<file path="src/rtl/monitor_temperatura_multicanal.sv">
// Multichannel temperature monitor: debounced per-channel trip, hysteresis clear, operator ack,
// first-out capture and saturating event count. Build option: AUTOLIMPA_EN (auto-rearm from ALARME).
module monitor_temperatura_multicanal #(
   parameter int N_CH       = 7,
   parameter int WIDTH      = 9,
   parameter int DEB_CYCLES = 3,
   parameter int HYST       = 5,
   parameter int EVT_W      = 8,
   localparam int CW        = (N_CH > 1) ? $clog2(N_CH) : 1
) (
   input  logic                    clk,
   input  logic                    rst_n,
   input  logic                    amostra_valida,
   input  logic [N_CH*WIDTH-1:0]   sensTemp,
   input  logic [N_CH*WIDTH-1:0]   limiar,
   input  logic [N_CH-1:0]         reconhecer,
   output logic [N_CH-1:0]         alarmeAtivo,
   output logic                    alarmeSonoroTemperatura,
   output logic [CW-1:0]           canalPrimeiro,
   output logic                    primeiroValido,
   output logic [EVT_W-1:0]        contEventos,
   output logic [2*N_CH-1:0]       o_dbg_estado
);

   localparam int DW = $clog2(DEB_CYCLES + 1);

   typedef enum logic [1:0] {
      NORMAL      = 2'd0,
      PENDENTE    = 2'd1,
      ALARME      = 2'd2,
      RECONHECIDO = 2'd3
   } estado_t;

   estado_t          r_est [N_CH];
   logic [DW-1:0]    r_cnt [N_CH];
   logic [CW-1:0]    r_first;
   logic             r_first_v;
   logic [EVT_W-1:0] r_evt;

   logic [DW-1:0]    w_cnt_inc [N_CH];
   logic [N_CH-1:0]  w_over;
   logic [N_CH-1:0]  w_clr;
   logic [N_CH-1:0]  w_trip;
   logic [N_CH-1:0]  w_sai;
   logic [N_CH-1:0]  w_ativo;
   logic [N_CH-1:0]  w_ativo_prox;
   logic [N_CH-1:0]  w_sonoro;
   logic [CW-1:0]    w_first_idx;

   for (genvar g = 0; g < N_CH; g++) begin : g_ch
      logic [WIDTH-1:0] w_temp;
      logic [WIDTH-1:0] w_lim;
      logic [WIDTH-1:0] w_clr_lvl;

      assign w_temp    = sensTemp[g*WIDTH +: WIDTH];
      assign w_lim     = limiar[g*WIDTH +: WIDTH];
      // Clear level saturates at 0, so a threshold below HYST can never clear on temperature.
      assign w_clr_lvl = (w_lim >= WIDTH'(HYST)) ? (w_lim - WIDTH'(HYST)) : '0;
      assign w_over[g] = (w_temp >= w_lim);
      assign w_clr[g]  = (w_temp < w_clr_lvl);

      // NORMAL always holds cnt=0, so one compare covers both the DEB_CYCLES==1 and pending paths.
      assign w_cnt_inc[g] = r_cnt[g] + 1'b1;
      assign w_trip[g]    = amostra_valida & w_over[g] &
                            ((r_est[g] == NORMAL) || (r_est[g] == PENDENTE)) &
                            (w_cnt_inc[g] == DW'(DEB_CYCLES));
`ifdef AUTOLIMPA_EN
      assign w_sai[g] = amostra_valida & w_clr[g] &
                        ((r_est[g] == ALARME) || (r_est[g] == RECONHECIDO));
`else
      assign w_sai[g] = amostra_valida & w_clr[g] & (r_est[g] == RECONHECIDO);
`endif
      assign w_ativo[g]      = (r_est[g] == ALARME) || (r_est[g] == RECONHECIDO);
      assign w_ativo_prox[g] = (w_ativo[g] & ~w_sai[g]) | w_trip[g];
      assign w_sonoro[g]     = (r_est[g] == ALARME);
      assign o_dbg_estado[2*g +: 2] = r_est[g];
   end

   always_comb begin
      w_first_idx = '0;
      for (int i = N_CH - 1; i >= 0; i--) begin
         if (w_trip[i]) w_first_idx = CW'(i);
      end
   end

   always_ff @(posedge clk or negedge rst_n) begin
      if (!rst_n) begin
         for (int i = 0; i < N_CH; i++) begin
            r_est[i] <= NORMAL;
            r_cnt[i] <= '0;
         end
         r_first   <= '0;
         r_first_v <= 1'b0;
         r_evt     <= '0;
      end else begin
         for (int i = 0; i < N_CH; i++) begin
            case (r_est[i])
               NORMAL, PENDENTE: begin
                  if (w_trip[i]) begin
                     r_est[i] <= ALARME;
                     r_cnt[i] <= '0;
                  end else if (amostra_valida && w_over[i]) begin
                     r_est[i] <= PENDENTE;
                     r_cnt[i] <= w_cnt_inc[i];
                  end else if (amostra_valida) begin
                     r_est[i] <= NORMAL;
                     r_cnt[i] <= '0;
                  end
               end
               ALARME: begin
                  if (w_sai[i])           r_est[i] <= NORMAL;
                  else if (reconhecer[i]) r_est[i] <= RECONHECIDO;
               end
               RECONHECIDO: begin
                  if (w_sai[i]) r_est[i] <= NORMAL;
               end
               default: r_est[i] <= NORMAL;
            endcase
         end

         // First-out is only captured when the plant was quiet before this edge.
         if (!(|w_ativo_prox)) begin
            r_first   <= '0;
            r_first_v <= 1'b0;
         end else if (!(|w_ativo) && (|w_trip)) begin
            r_first   <= w_first_idx;
            r_first_v <= 1'b1;
         end

         if ((|w_trip) && (r_evt != '1)) r_evt <= r_evt + 1'b1;
      end
   end

   assign alarmeAtivo             = w_ativo;
   assign alarmeSonoroTemperatura = |w_sonoro;
   assign canalPrimeiro           = r_first;
   assign primeiroValido          = r_first_v;
   assign contEventos             = r_evt;

endmodule

</file>
<file path="config.mk">
export PLATFORM = sky130hd
export DESIGN_NAME = monitor_temperatura_multicanal
export DESIGN_NICKNAME = d
export VERILOG_FILES = /design/src/rtl/monitor_temperatura_multicanal.sv
export SDC_FILE = /design/constraint.sdc
export NUM_CORES = 1
export LEC_CHECK = 0
export BUFFER_PORTS_ARGS = -buffer_cell sky130_fd_sc_hd__buf_4
export CAP_MARGIN = 40
export CELL_PAD_IN_SITES_DETAIL_PLACEMENT = 1
export CELL_PAD_IN_SITES_GLOBAL_PLACEMENT = 1
export CORE_MARGIN = 2
export CORE_UTILIZATION = 42
export CTS_BUF_LIST = sky130_fd_sc_hd__clkbuf_16
export DETAILED_ROUTE_END_ITERATION = 7
export PLACE_DENSITY = 0.95
export RECOVER_POWER = 50
export SLEW_MARGIN = 30
export SYNTH_ARGS = -nofsm -noshare
export SYNTH_HDL_FRONTEND = slang
export SYNTH_SLANG_ARGS = --single-unit
</file>
<file path="constraint.sdc">
create_clock -name clk -period 6.11 [get_ports clk]
set_clock_uncertainty 0.15 [all_clocks]
set_input_delay 1.222 -clock clk [delete_from_list [all_inputs] [get_ports clk]]
set_output_delay 1.222 -clock clk [all_outputs]
set_load 0.01 [all_outputs]
</file>
==> out/qor.csv, run 1 <==
stage;metric;value;unit
status;status;finished with violations;
status;violations;capacitance limit, slew limit;
sta;hold_viol_final;0;
sta;rsz0062_at_grt;no;
critical_path;path_cells;buf_4 > inv_1 > ha_1 > and3b_1 > nor4_1 > nand3_1 > nand2_1 > ha_1 > a211oi_1 > nor2_1 > or3_1 > a221o_1 > or4_1 > o41ai_2 > o21ai_1;
sta;worst_slew_pin_slew;2290;ps
global_routing;antenna_found_initial;0;
critical_path;critPathTopFamily;simple AND/OR/NAND/NOR gates;
drt;drc;0;
floorplan;die_area;16100;um^2
place;io_buffer_count;169;
place;dp_hpwl;16900;um
sta;fmax;214;MHz
pwr;intPower;0.980;mW
sta;maxSlewHeadroom;-0.524;
yosys;syn-cell-area;6320;um^2
yosys;synth-seq-cells;40;
clocking;cts_buffer_depth;2;
cells_and_area;final_common_cell;buf_4;
floorplan;io_pins;170;
critical_path;path_class;in2reg;
pwr;pwr-share-clk;0.172;
sta;slew_violations;41;
pwr;netSwitchingPower;0.753;mW
worst_hold_path;hp-class;reg2reg;
yosys;synth_warnings;0;
sta;tns;0;ps
clocking;cts.repair.resized;0;
clocking;clk_latency;280;ps
floorplan;coreArea;14600;um^2
global_routing;grt.overflow.total;0;
floorplan;start_util;0.432;
yosys;synthFlopType;dfrtp_1;
global_routing;grt_max_degree;41;
critical_path;cp_num_buf_inv;2;
yosys;synth_edf_count;0;
clocking;cts_tree;built;
cells_and_area;fin_cells;1174;
critical_path;cp-end-kind;flip-flop;
cells_and_area;post-route-util;0.537;
clocking;postCtsSetupBuffers;0;
drt;dr.pass1.iters;4;
drt;ant_nets;0;
pwr;seq_power_share;0.291;
cells_and_area;drive_above_1_share;0.176;
pwr;leakage;4.04;nW
critical_path;arrival;4680;ps
clocking;postCtsHoldBufs;0;
global_routing;grt_pass1_wl;32400;um
place;dp_cells;1166;
sta;setup_slack;1440;ps
critical_path;startpoint_type;primary input;
sta;whs;342;ps
critical_path;slowest_stage;or4_1;
yosys;synth_cell_type_count;62;
yosys;synth.yosys.seq_area_share;0.158;
drt;viasPerCell;5.61;
clocking;clock_sinks;40;
critical_path;cpPeakStageDelay;590;ps
floorplan;die_h;127;um
yosys;async_flop_share;1.00;
cells_and_area;insertedDiodeCount;0;
critical_path;crit_fanout;6;
flow_run;maxCapViolations;1;
global_routing;grt_pass1_vias;6998;
yosys;avgSynthCellArea;7.64;um^2
floorplan;die_w;127;um
pwr;combPwrFrac;0.537;
clocking;cts_buffers;5;
yosys;syn_inst;827;
drt;drtIter0Drc;220;
sta;setup_viol_count_final;0;
clocking;clk_pin_slew;60;ps
place;dp_slack;1170;ps
drt;wl_per_cell;16.7;um
cells_and_area;fin_nets;1266;
critical_path;cp.required;6120;ps
cells_and_area;final_cell_mix;buf_4 (152), ha_1 (141), nand2_1 (101);
floorplan;row_count;44;
global_routing;grt_util_all_layers;0.240;
pwr;ir_worst_vdd;0.168;mV
cells_and_area;areaGrowthSynthToFinish;24.3;%
drt;wl;19600;um
yosys;syn_nets;1104;
clocking;htreeDepth;2;
pwr;swShare;0.435;
sta;min_period;4670;ps
clocking;cts-root-buf;clkbuf_16;
pwr;power_density;221;nW/um^2
place;gp_congestion;0.908;
critical_path;crit_top_cell;ha_1;
drt;vias;6582;
sta;period_share;0.764;
-- Yosys cell counts (7+ instances only) --
library cell | n | area (um^2)
ha_1 | 141 | 1760
nand2_1 | 101 | 379
inv_1 | 98 | 368
o21ai_0 | 68 | 340
a21oi_1 | 47 | 235
nor2_1 | 47 | 176
xnor2_1 | 47 | 412
dfrtp_1 | 40 | 1000
nand3_1 | 25 | 125
nand2b_1 | 19 | 119
clkbuf_1 | 14 | 52.6
nand4_1 | 14 | 87.6
nor3_1 | 14 | 70.1
a211oi_1 | 11 | 82.6
nor2b_1 | 11 | 68.8
o211ai_1 | 10 | 75.1
o21a_1 | 10 | 75.1
and3_1 | 8 | 50.1
or3_1 | 8 | 50.1
nor4_1 | 7 | 43.8
-- final timing paths --
path                                    to       startpoint  slack [ps]  depth (start not counted)
max in group asynchronous  o_dbg_estado[5]            rst_n        3040                          1
max                         primeiroValido       limiar[46]        1440                         15
min                               r_cnt[2]         r_cnt[2]         340                          1
min reg2reg                       r_cnt[2]         r_cnt[2]         340                          1
max reg2reg                 primeiroValido  o_dbg_estado[7]        3130                          7
min in group asynchronous   contEventos[5]            rst_n        1480                          1
-- per-layer routing --
| layer | part of all wire | up-vias | routed length [um] | GRT usage |
|---|---|---|---|---|
| met3 | 0.034 | 25 | 676 | 0.0236 |
| li1 | - | 3276 | - | - |
| met1 | 0.44 | 3147 | 8620 | 0.296 |
| met5 | 0 | - | 0 | 0 |
| met4 | 0.015 | 0 | 296 | 0.0485 |
| met2 | 0.51 | 134 | 10000 | 0.453 |
-- worst register-to-register path: stages (launching register included) --
cell       delay (ps)
dfrtp_1           510
nor2b_1           210
a2111oi_0         590
nand3b_1          200
a221o_1           300
or4_1             590
o41ai_2           220
o21ai_1           100
-- layout make-up --
| cell class | instances | area, um^2 |
|---|---|---|
| multi-input cells | 673 | 4890 |
| inverters | 99 | 372 |
| clock inverters | 3 | 37.5 |
| clock buffers | 5 | 125 |
| flip-flops and latches | 40 | 1000 |
| well taps | 184 | 230 |
| fillers | 1891 | 6780 |
| repair buffers | 170 | 1210 |
-- logic make-up (layout without fill, tap and decap cells) --
kind of cell	count (synthesis)	count (layout)	synth area share
fa+ha+maj	141	141	0.279
mux	2	2	0.00356
simple gates	285	285	0.224
flops	40	40	0.158
xor+xnor	47	47	0.0651
buf+inv	114	277	0.0689
compound gates	198	198	0.201
-- registers in the layout, indices dropped and copies added (netlist names) --
register	cells
r_cnt	14
canalPrimeiro	3
primeiroValido	1
o_dbg_estado	14
contEventos	8
-- power groups by stage --
stage,clock [mW],combinational [mW],sequential [mW]
floorplan,0,0.565,0.478
global placement,0,0.903,0.495
detailed placement,0,0.961,0.505
CTS,0.303,0.967,0.503
global route,0.315,1.05,0.521
finish,0.298,0.931,0.505
-- stage by stage --
step | cell area [um^2] | total power, mW
after detailed placement | 7760 | 1.47
after global routing | 7860 | 1.88
after CTS | 7930 | 1.77
after global placement | 7760 | 1.40
final | 7860 | 1.73
after floorplan | 6320 | 1.04
(Power assumes the default switching activity.)
==> inputs of run 2 (changes only) <==
- ABC_AREA: default -> 1
- CORE_UTILIZATION: 42 -> 39
- PLACE_DENSITY: 0.95 -> 0.9
- clock period: 6.11 -> 4.5 ns (I/O delays scaled with it)
==> out/qor.csv, run 2 <==
stage;metric;value;unit
critical_path;crit_fanout;4;
sta;worst_slew_pin_slew;2250;ps
floorplan;row_count;49;
clocking;htreeDepth;2;
critical_path;cp-endpoint;canalPrimeiro[0];
yosys;syn_inst;1073;
global_routing;grt.overflow.total;0;
global_routing;grt_pass1_vias;7785;
yosys;synthFlopType;dfrtp_1;
pwr;power_density;275;nW/um^2
drt;viasPerCell;5.13;
yosys;yosys.area_share.simple;0.400;
sta;setup_viol_count_final;0;
sta;period_share;0.734;
critical_path;cp.required;4520;ps
critical_path;cpPeakStageDelay;280;ps
global_routing;antenna_found_initial;0;
clocking;clk_latency;280;ps
floorplan;die_w;138;um
sta;tns;0;ps
cells_and_area;areaGrowthSynthToFinish;22.7;%
cells_and_area;insertedDiodeCount;0;
drt;wl;20900;um
global_routing;grtUsageMet3;0.0229;
critical_path;arrival;3330;ps
yosys;post-synth-top-area-cell;ha_1;
clocking;clk_pin_slew;60;ps
critical_path;critPathLaunch;limiar[28];
drt;vias;7533;
sta;rsz0062_at_grt;no;
yosys;synth_edf_count;0;
pwr;leakage;4.87;nW
clocking;postCtsHoldBufs;0;
yosys;avgSynthCellArea;6.57;um^2
clocking;cts_buffer_depth;2;
cells_and_area;final_cell_mix;nand2_1 (280), buf_4 (151), inv_1 (144);
sta;min_period;3300;ps
yosys;syn-cell-area;7050;um^2
clocking;cts_buffers;5;
clocking;clock_sinks;40;
cells_and_area;drive_above_1_share;0.210;
yosys;synth-adder-area-share;0.250;
critical_path;path_cells;buf_4 > inv_1 > ha_1 > or2_2 > nand2_1 > nor2_1 > nand3_1 > xor2_1 > nand2_1 > ha_1 > a21oi_1 > o21ai_0 > a21oi_1 > nand3_1 > nand2_2 > nand3_2 > nor2_1 > nand3_2 > nand3_1 > nand2_1;
yosys;syn_nets;1350;
yosys;synth_most_common_cell;nand2_1;
place;dp_slack;859;ps
critical_path;r2r-end;contEventos[2];
cells_and_area;final_common_cell;nand2_1;
floorplan;die_h;138;um
yosys;netlist_top_cells_count;nand2_1 (280), inv_1 (143), ha_1 (141);
drt;dr.pass1.iters;5;
sta;slew_violations;41;
floorplan;io_pins;170;
sta;setup_slack;1200;ps
sta;fmax;303;MHz
critical_path;cp-end-kind;flip-flop;
yosys;synth_top_family_by_area;simple AND/OR/NAND/NOR gates;
drt;drtIter0Drc;159;
drt;wl_per_cell;14.2;um
place;gp_congestion;0.879;
cells_and_area;fin_cells;1468;
clocking;cts_tree;built;
pwr;ir_worst_vdd;0.173;mV
critical_path;worstReg2RegStart;contEventos[0];
sta;maxSlewHeadroom;-0.503;
critical_path;startpoint_type;primary input;
floorplan;start_util;0.395;
global_routing;grt_pass1_wl;35400;um
global_routing;gr-max-usage-layer;met2;
clocking;cts.repair.resized;0;
critical_path;r2r_cells;7;
cells_and_area;fin_nets;1515;
sta;hold_viol_final;0;
place;post_dp_cell_area;8560;um^2
yosys;synth_cell_type_count;42;
floorplan;coreArea;17800;um^2
place;dp_hpwl;18400;um
yosys;netlist.area_leader.share;0.250;
yosys;async_flop_share;1.00;
yosys;synth.yosys.seq_area_share;0.142;
floorplan;die_area;19200;um^2
cells_and_area;finalInstanceArea;8650;um^2
drt;ant_nets;0;
yosys;synth-seq-cells;40;
global_routing;grtUsageMet2;0.411;
pwr;finalPower;2.38;mW
flow_run;maxCapViolations;1;
status;status;finished with violations;
worst_hold_path;holdPathStages;2;
global_routing;grt_util_all_layers;0.216;
clocking;postCtsSetupBuffers;0;
critical_path;path_class;in2reg;
yosys;synthXorXnorAreaFrac;0.0197;
critical_path;rrSetupSlack;2570;ps
drt;drc;0;
critical_path;slowest_stage;ha_1;
yosys;synth-compound-area-share;0.0919;
yosys;synthMuxAreaShare;0;
yosys;synth_top_cells_by_area;ha_1 (25%), nand2_1 (15%), dfrtp_1 (14%);
status;violations;capacitance limit, slew limit;
place;dp_cells;1460;
global_routing;gr-usage-met1;0.259;
global_routing;grt_max_degree;41;
yosys;synth_warnings;0;
place;io_buffer_count;169;
clocking;cts-root-buf;clkbuf_16;
worst_hold_path;hp-class;reg2reg;
run 2: through the flow:
step / util / hold WS, ps
floorplan: - / 307
global placement: 0.480 / 321
detailed placement: 0.480 / 337
CTS: 0.489 / 351
global route: 0.485 / 391
finish: 0.485 / 348
run 2: how the worst min path moves through the flow:
stage	start	to	slack (ps)
final	r_cnt[9]	r_cnt[9]	350
after global routing	r_cnt[9]	r_cnt[9]	390
after CTS	r_cnt[9]	r_cnt[9]	350
after detailed placement	r_cnt[9]	r_cnt[9]	340
after global placement	r_cnt[9]	r_cnt[9]	320
after floorplan	r_cnt[1]	r_cnt[1]	310
run 2: routing by layer:
layer / wire length [um] / vias up
met5: 0 / -
met1: 9110 / 3501
li1: - / 3861
met4: 393 / 0
met3: 802 / 27
met2: 10500 / 144
run 2: worst max-delay path, delay by kind of cell:
family / cells / cell delay (ps)
simple gates: 12 / 1270
fa+ha+maj: 2 / 450
buf+inv: 2 / 190
compound gates: 3 / 350
xor+xnor: 1 / 150
run 2: cell families after synthesis:
| kind of cell | count (synthesis) |
|---|---|
| AO/OA/AOI/OAI | 117 |
| adder cells (fa/ha/maj) | 141 |
| AND/OR/NAND/NOR | 586 |
| XOR/XNOR | 15 |
| buffers and inverters | 174 |
| flip-flops | 40 |
run 2: cell type report:
type                            instances  area, um^2
Multi-Input combinational cell        859        5370
Clock inverter                          3        38.8
Inverter                              163         629
Tap cell                              229         287
Timing Repair Buffer                  169        1200
Sequential cell                        40        1000
Fill cell                            2434        9190
Clock buffer                            5         125
run 2: power by group:
part	internal, mW	leakage, nW	switching (mW)
clock network	0.259	0.0850	0.143
registers	0.495	0.516	0.149
logic	0.556	4.27	0.778
